===== src/rtl/ntt_pkg.sv =====
// ntt_pkg: shared constants and FSM state type for the forward-NTT address generator.
//   N          - polynomial length (fixed 256)
//   LOG_N      - address width
//   BF_LAT_MAX - largest supported butterfly latency
//   state_e    - AGU FSM states
package ntt_pkg;
    localparam int N          = 256;
    localparam int LOG_N      = 8;
    localparam int BF_LAT_MAX = 16;
    typedef enum logic [1:0] {IDLE, ISSUE, WAIT, DONE} state_e;
endpackage


===== src/rtl/agu_wr_delay.sv =====
// agu_wr_delay: DEPTH-stage shift register that replays {en, addr_a, addr_b} on the write side.
//   clk_i - clock
//   rst_i - synchronous active-high clear of every stage
//   d_i   - read-side {en, addr_a, addr_b}
//   q_o   - the same tuple DEPTH cycles later
module agu_wr_delay #(
    parameter int DEPTH = 4
) (
    input  logic        clk_i,
    input  logic        rst_i,
    input  logic [16:0] d_i,
    output logic [16:0] q_o
);
    logic [16:0] sr_q [DEPTH];
    always_ff @(posedge clk_i) begin
        if (rst_i) begin
            for (int i = 0; i < DEPTH; i++) sr_q[i] <= '0;
        end else begin
            sr_q[0] <= d_i;
            for (int i = 1; i < DEPTH; i++) sr_q[i] <= sr_q[i-1];
        end
    end
    assign q_o = sr_q[DEPTH-1];
endmodule


===== src/rtl/agu_ntt.sv =====
// agu_ntt: Cooley-Tukey forward-NTT address generator (len 128 -> 1, zeta index 1 -> 255).
//   clk_i, rst_i             - clock, synchronous active-high reset
//   start_i                  - start request, honoured only in IDLE
//   busy_o, done_o           - busy in ISSUE/WAIT, one-cycle completion pulse
//   rd_en_o, addr_a_o,
//   addr_b_o, zeta_addr_o    - read side: j, j+len, k
//   wr_en_o, wr_addr_a_o,
//   wr_addr_b_o              - read side replayed BF_LAT cycles later
module agu_ntt #(
    parameter int N      = 256,
    parameter int BF_LAT = 4
) (
    input  logic       clk_i,
    input  logic       rst_i,
    input  logic       start_i,
    output logic       busy_o,
    output logic       done_o,
    output logic       rd_en_o,
    output logic [7:0] addr_a_o,
    output logic [7:0] addr_b_o,
    output logic [7:0] zeta_addr_o,
    output logic       wr_en_o,
    output logic [7:0] wr_addr_a_o,
    output logic [7:0] wr_addr_b_o
);
    import ntt_pkg::*;
    localparam int CW = $clog2(BF_LAT_MAX + 1);
    state_e           state_q;
    logic [LOG_N-1:0] j_q, start_q, len_q, k_q;
    logic [CW-1:0]    cnt_q;
    logic [LOG_N:0]   j_inc, grp_end, nxt_start;
    logic [16:0]      wr_w;
    // 9-bit arithmetic so the last group's start + 2*len = 256 is representable
    assign j_inc     = {1'b0, j_q} + 9'd1;
    assign grp_end   = {1'b0, start_q} + {1'b0, len_q};
    assign nxt_start = {1'b0, start_q} + {len_q, 1'b0};
    always_ff @(posedge clk_i) begin
        if (rst_i) begin
            state_q <= IDLE;
            j_q     <= '0;
            start_q <= '0;
            len_q   <= '0;
            k_q     <= '0;
            cnt_q   <= '0;
        end else begin
            case (state_q)
                IDLE: if (start_i) begin
                    state_q <= ISSUE;
                    len_q   <= 8'd128;
                    start_q <= '0;
                    j_q     <= '0;
                    k_q     <= 8'd1;
                end
                ISSUE: if (j_inc < grp_end) begin
                    j_q <= j_q + 8'd1;
                end else begin
                    k_q <= k_q + 8'd1;
                    if (nxt_start == 9'(N)) begin
                        state_q <= WAIT;
                        cnt_q   <= CW'(BF_LAT);
                    end else begin
                        start_q <= nxt_start[7:0];
                        j_q     <= nxt_start[7:0];
                    end
                end
                // drain the butterfly pipeline before the next layer reads its results
                WAIT: if (cnt_q == CW'(1)) begin
                    if (len_q == 8'd1) begin
                        state_q <= DONE;
                    end else begin
                        state_q <= ISSUE;
                        len_q   <= len_q >> 1;
                        start_q <= '0;
                        j_q     <= '0;
                    end
                end else begin
                    cnt_q <= cnt_q - CW'(1);
                end
                // park addresses at zero so IDLE outputs are clean
                DONE: begin
                    state_q <= IDLE;
                    j_q     <= '0;
                    start_q <= '0;
                    len_q   <= '0;
                    k_q     <= '0;
                end
                default: state_q <= IDLE;
            endcase
        end
    end
    assign busy_o      = (state_q == ISSUE) || (state_q == WAIT);
    assign done_o      = state_q == DONE;
    assign rd_en_o     = state_q == ISSUE;
    assign addr_a_o    = j_q;
    assign addr_b_o    = j_q + len_q;
    assign zeta_addr_o = k_q;
    agu_wr_delay #(.DEPTH(BF_LAT)) u_wr_delay (
        .clk_i (clk_i),
        .rst_i (rst_i),
        .d_i   ({rd_en_o, addr_a_o, addr_b_o}),
        .q_o   (wr_w)
    );
    assign {wr_en_o, wr_addr_a_o, wr_addr_b_o} = wr_w;
endmodule


===== config.mk =====
export PLATFORM = sky130hd
export DESIGN_NAME = agu_ntt
export DESIGN_NICKNAME = d
export VERILOG_FILES = /design/src/rtl/ntt_pkg.sv /design/src/rtl/agu_wr_delay.sv /design/src/rtl/agu_ntt.sv
export SDC_FILE = /design/constraint.sdc
export NUM_CORES = 1
export LEC_CHECK = 0
export CORE_ASPECT_RATIO = 0.75
export CORE_MARGIN = 3
export CORE_UTILIZATION = 32
export DETAILED_ROUTE_END_ITERATION = 10
export DONT_BUFFER_PORTS = 1
export GPL_ROUTABILITY_DRIVEN = 0
export GPL_TIMING_DRIVEN = 0
export PLACE_DENSITY = 0.44
export SLEW_MARGIN = 10
export SYNTH_ARGS = -nofsm -noshare
export SYNTH_HDL_FRONTEND = slang
export SYNTH_SLANG_ARGS = --single-unit

===== constraint.sdc =====
create_clock -name clk_i -period 5.85 [get_ports clk_i]
set_input_delay 0.8775 -clock clk_i [delete_from_list [all_inputs] [get_ports clk_i]]
set_output_delay 0.8775 -clock clk_i [all_outputs]
set_load 0.01 [all_outputs]

==> parameters.txt <==
Parameter                              Value

Final layout
  Most frequent standard cell in the layout excluding fill and tap cells ... dfxtp_1
  Sequential cell area ... around 2100 sq um
  Area grow syn2layout ... 11.4%
  Number of antenna repair diodes ... 0
  Fraction of final layout cells with drive strength greater than 1 ... about 7.5%
  Area of the multi-input gates ... about 2500 sq um
  Net count reported at finish ... 557
  Most frequent cells in the layout ... 106 x dfxtp_1, 57 x nor2b_1, 37 x ha_1, 29 x nor2_1, 27 x nand2_1
  Filler cell count in the final layout ... roughly 1600
  Final non-filler cell total ... 719

Global route
  Gr ovfl total ... 0
  Total GRT Usage ... 15.4%
  Largest net degree at the start of global routing ... 18
  Number of antenna violations at the first check in global routing ... 0
  Global-route wire length before repair ... 19600 um
  Vias in the first global route ... 3566

Critical path
  Maximum fanout along the worst path ... 10
  Capturing point of the worst reg2reg path ... addr_a_o[5]$_SDFFE_PP0P_
  Nature of the critical path endpoint ... flop
  Type of origin of the critical path ... flop
  Number of buffer and inverter instances along the worst setup path ... 1
  Arr. time, crit path ... 4930 ps
  Critical path data required time ... 6060 ps
  Reg2reg path depth ... 15
  Ordered cell list for the critical path ... ha_1 -> a21oi_1 -> nor2b_1 -> o21a_1 -> o21a_1 -> o21a_1 -> o21a_1 -> or2_2 -> ha_1 -> a211o_1 -> o31ai_1 -> clkbuf_1 -> nor2_1 -> a21oi_1 -> o32ai_1
  Critical path's top delay family ... compound AO/OA/AOI/OAI gates
  Max incr delay on CP ... 840 ps
  Cell type with the highest occurrence count on the critical path ... o21a_1
  Critical Setup Path Class ... reg2reg
  Standard cell with the maximum stage delay on the critical path ... o31ai_1
  Reg2Reg Launch Point ... len_q[2]$_SDFFE_PP0P_
  Setup slack of the most critical reg-to-reg path ... ~1100 ps

Clock tree
  Clock buffers created by TritonCTS ... 9
  Hold buffer count at cts ... 0
  Resized Gates After CTS ... 0
  Maximum clock insertion buffer count ... 2
  # H-tree levels ... 3
  Setup repair bufs after CTS ... 0
  Clock edge transition at the registers on the reported setup and hold paths ... 70 ps
  Clk Latency, worst-skew pair ... 350 ps
  TritonCTS clock tree ... built
  Root buffer cell ... clkbuf_16
  Clock sink total ... 106

Power
  Clock network fraction of design power ... 30.0%
  Part of the total power dissipated in sequential elements ... between 30% and 40%
  Leakage power figure ... roughly 2.1 nW
  Reported net switching power ... 772 uW
  Power density over cell area ... 385 nW/um^2
  Sw Ratio ... a little under two fifths
  Design Power ... 2.07 mW
  Internal Dissipation ... around 1.3 mW
  Maximum vdd drop ... 0.172 mV
  Combinational group share of total power ... a little under a third

Timing
  Ratio of final minimum period to clock period ... between 80% and 90%
  Count of final max-slew check failures ... 0
  RSZ-0062 raised after global routing ... false
  Setup TNS ... 0 ps
  Clock Skews ... 11.5 ps
  Total of endpoints with negative setup slack in the final report ... 0
  Worst slew margin relative to its limit ... 34.4%
  Shortest clock period the worst path allows after layout ... 4710 ps
  Slew at the pin with the worst max-slew slack ... 975 ps
  Hold violation count in the final report ... 0
  Fmax ... 212 MHz
  Final hold slack ... 435 ps

Synthesis
  Net count after synthesis ... 546
  Synth async-reset ratio ... 0%
  Synthesis Warnings ... 0
  Avg Inst Size Synth ... 9.59 sq um
  Post-synth top flop ... dfxtp_1
  Part of the Yosys area used for sequential elements ... 43.9%
  Number of enable flip-flop cells after synthesis ... 0
  Number of synthesized register bits ... 106
  Cell area after synthesis ... 4830 sq um
  Count of unique library cells instantiated by Yosys ... between 50 and 60
  Mapped Cells ... about 500

Route
  Routed WL per cell ... 17.1 um
  Router iterations before antenna repair ... 4
  Initial detailed-routing violation count ... 266
  Routed via count ... roughly 3600
  Post-DRT Antenna Nets ... 0
  Post-route DRC violation count ... 0
  Total detailed-routing wirelength ... 12300 um
  Via-to-Cell Ratio ... 4.98

Hold path
  Class of the worst hold path ... reg2reg
  Hold path endpoint ... u_wr_delay.sr_q[3][2]$_SDFF_PP0_
  Number of cells traversed by the worst hold path ... 1
  Min-delay src ... u_wr_delay.sr_q[2][2]$_SDFF_PP0_

Placed design
  Final HPWL DP ... 9360 um
  Number of placed cells counting well taps ... 704
  Number of port buffers ... 0

Die
  Top-level I/O count ... 47
  Placeable core region ... 14600 sq um
  Die Span Y ... 112 um
  Starting utilization of the core area ... 33.0%
  Total die area ... about 17000 sq um
  Die Width ... around 150 um
  Std-Cell Rows ... 38

Job
  Max_cap viols ... 0

Outcome
  Result of the run ... completed
==> layout make-up <==
| cell class | count | share of cell area (%) |
|---|---|---|
| Buffer | 20 | 1.53 |
| Inverter | 25 | 1.74 |
| Clock buffer | 10 | 4.44 |
| Tap cell | 200 | 4.64 |
| Clock inverter | 5 | 1.18 |
| Multi-Input combinational cell | 353 | 47.1 |
| Sequential cell | 106 | 39.4 |
==> power groups by stage <==
| stage | Combinational, mW | Clock (mW) | Sequential (mW) |
|---|---|---|---|
| after floorplan | 0.451 | 0 | 0.816 |
| after global placement | 0.625 | 0 | 0.834 |
| after detailed placement | 0.630 | 0 | 0.834 |
| after CTS | 0.634 | 0.645 | 0.817 |
| after global routing | 0.697 | 0.676 | 0.825 |
| final | 0.633 | 0.622 | 0.817 |
==> sequential cells by signal (all words and copies together) (netlist names) <==
signal and count:
state_q 2, zeta_addr_o 8, u_wr_delay.sr_q 68, len_q 8, cnt_q 5, start_q 7, addr_a_o 8
==> layer usage <==
metal  track usage (%)  wire (um)  vias up
li1                  -          -     1796
met1              22.2       6070     1708
met2              21.6       5150       68
met3              5.45        922        9
met4              4.06        115        0
met5                 0          0        -
==> synth_stat cells, types with 4 or more instances <==
library cell	number	share of area [%]
xor2_1	10	1.8
ha_1	37	9.6
o21ai_0	18	1.9
nand3_1	17	1.8
nor3_1	9	0.93
a311oi_2	4	1.2
a21o_1	5	0.78
o21a_1	7	1.1
and2_1	8	1.0
nor2b_1	57	7.4
a21oi_1	26	2.7
xnor2_1	16	2.9
nand4_1	4	0.52
o211ai_1	4	0.62
nand2b_1	5	0.65
inv_1	25	1.9
o31ai_1	6	0.93
clkbuf_1	17	1.3
nand2_1	27	2.1
o32ai_1	12	2.2
dfxtp_1	106	44
nor2_1	29	2.3
or2_2	5	0.65
==> cell families after synthesis <==
kind of cell,count (synthesis),share of synthesized area [%]
AOI/OAI and AO/OA,108,16.8
xor gates and xnor gates,26,4.71
adders and majority gates,39,10.4
buffers and inverters,45,3.65
DFF,106,43.9
muxes,3,0.750
and+or+nand+nor,177,19.8
==> through the flow <==
| stage | instance area [sq um] | setup WS, ps | util (%) |
|---|---|---|---|
| 2_1_floorplan | 4830 | 2230 | - |
| 3_3_place_gp | 5080 | 1140 | 34.7 |
| 3_5_place_dp | 5080 | 1160 | 34.7 |
| 4_1_cts | 5390 | 1120 | 36.8 |
| 5_1_grt | 5390 | 797 | 36.8 |
| 6_report | 5390 | 1140 | 36.8 |
==> how the worst max path moves through the flow <==
stage / start / endpoint / cells past startpoint / slack [ps]
2_1_floorplan: len_q[2]$_SDFFE_PP0P_ / start_q[1]$_SDFFE_PP0P_ / 16 / 2230
3_3_place_gp: len_q[2]$_SDFFE_PP0P_ / addr_a_o[5]$_SDFFE_PP0P_ / 15 / 1140
3_5_place_dp: len_q[2]$_SDFFE_PP0P_ / addr_a_o[5]$_SDFFE_PP0P_ / 15 / 1160
4_1_cts: len_q[2]$_SDFFE_PP0P_ / addr_a_o[5]$_SDFFE_PP0P_ / 15 / 1120
5_1_grt: len_q[2]$_SDFFE_PP0P_ / zeta_addr_o[7]$_SDFFE_PP0P_ / 15 / 800
6_report: len_q[2]$_SDFFE_PP0P_ / addr_a_o[5]$_SDFFE_PP0P_ / 15 / 1140
Note: power is estimated with default switching activity, not from simulation.
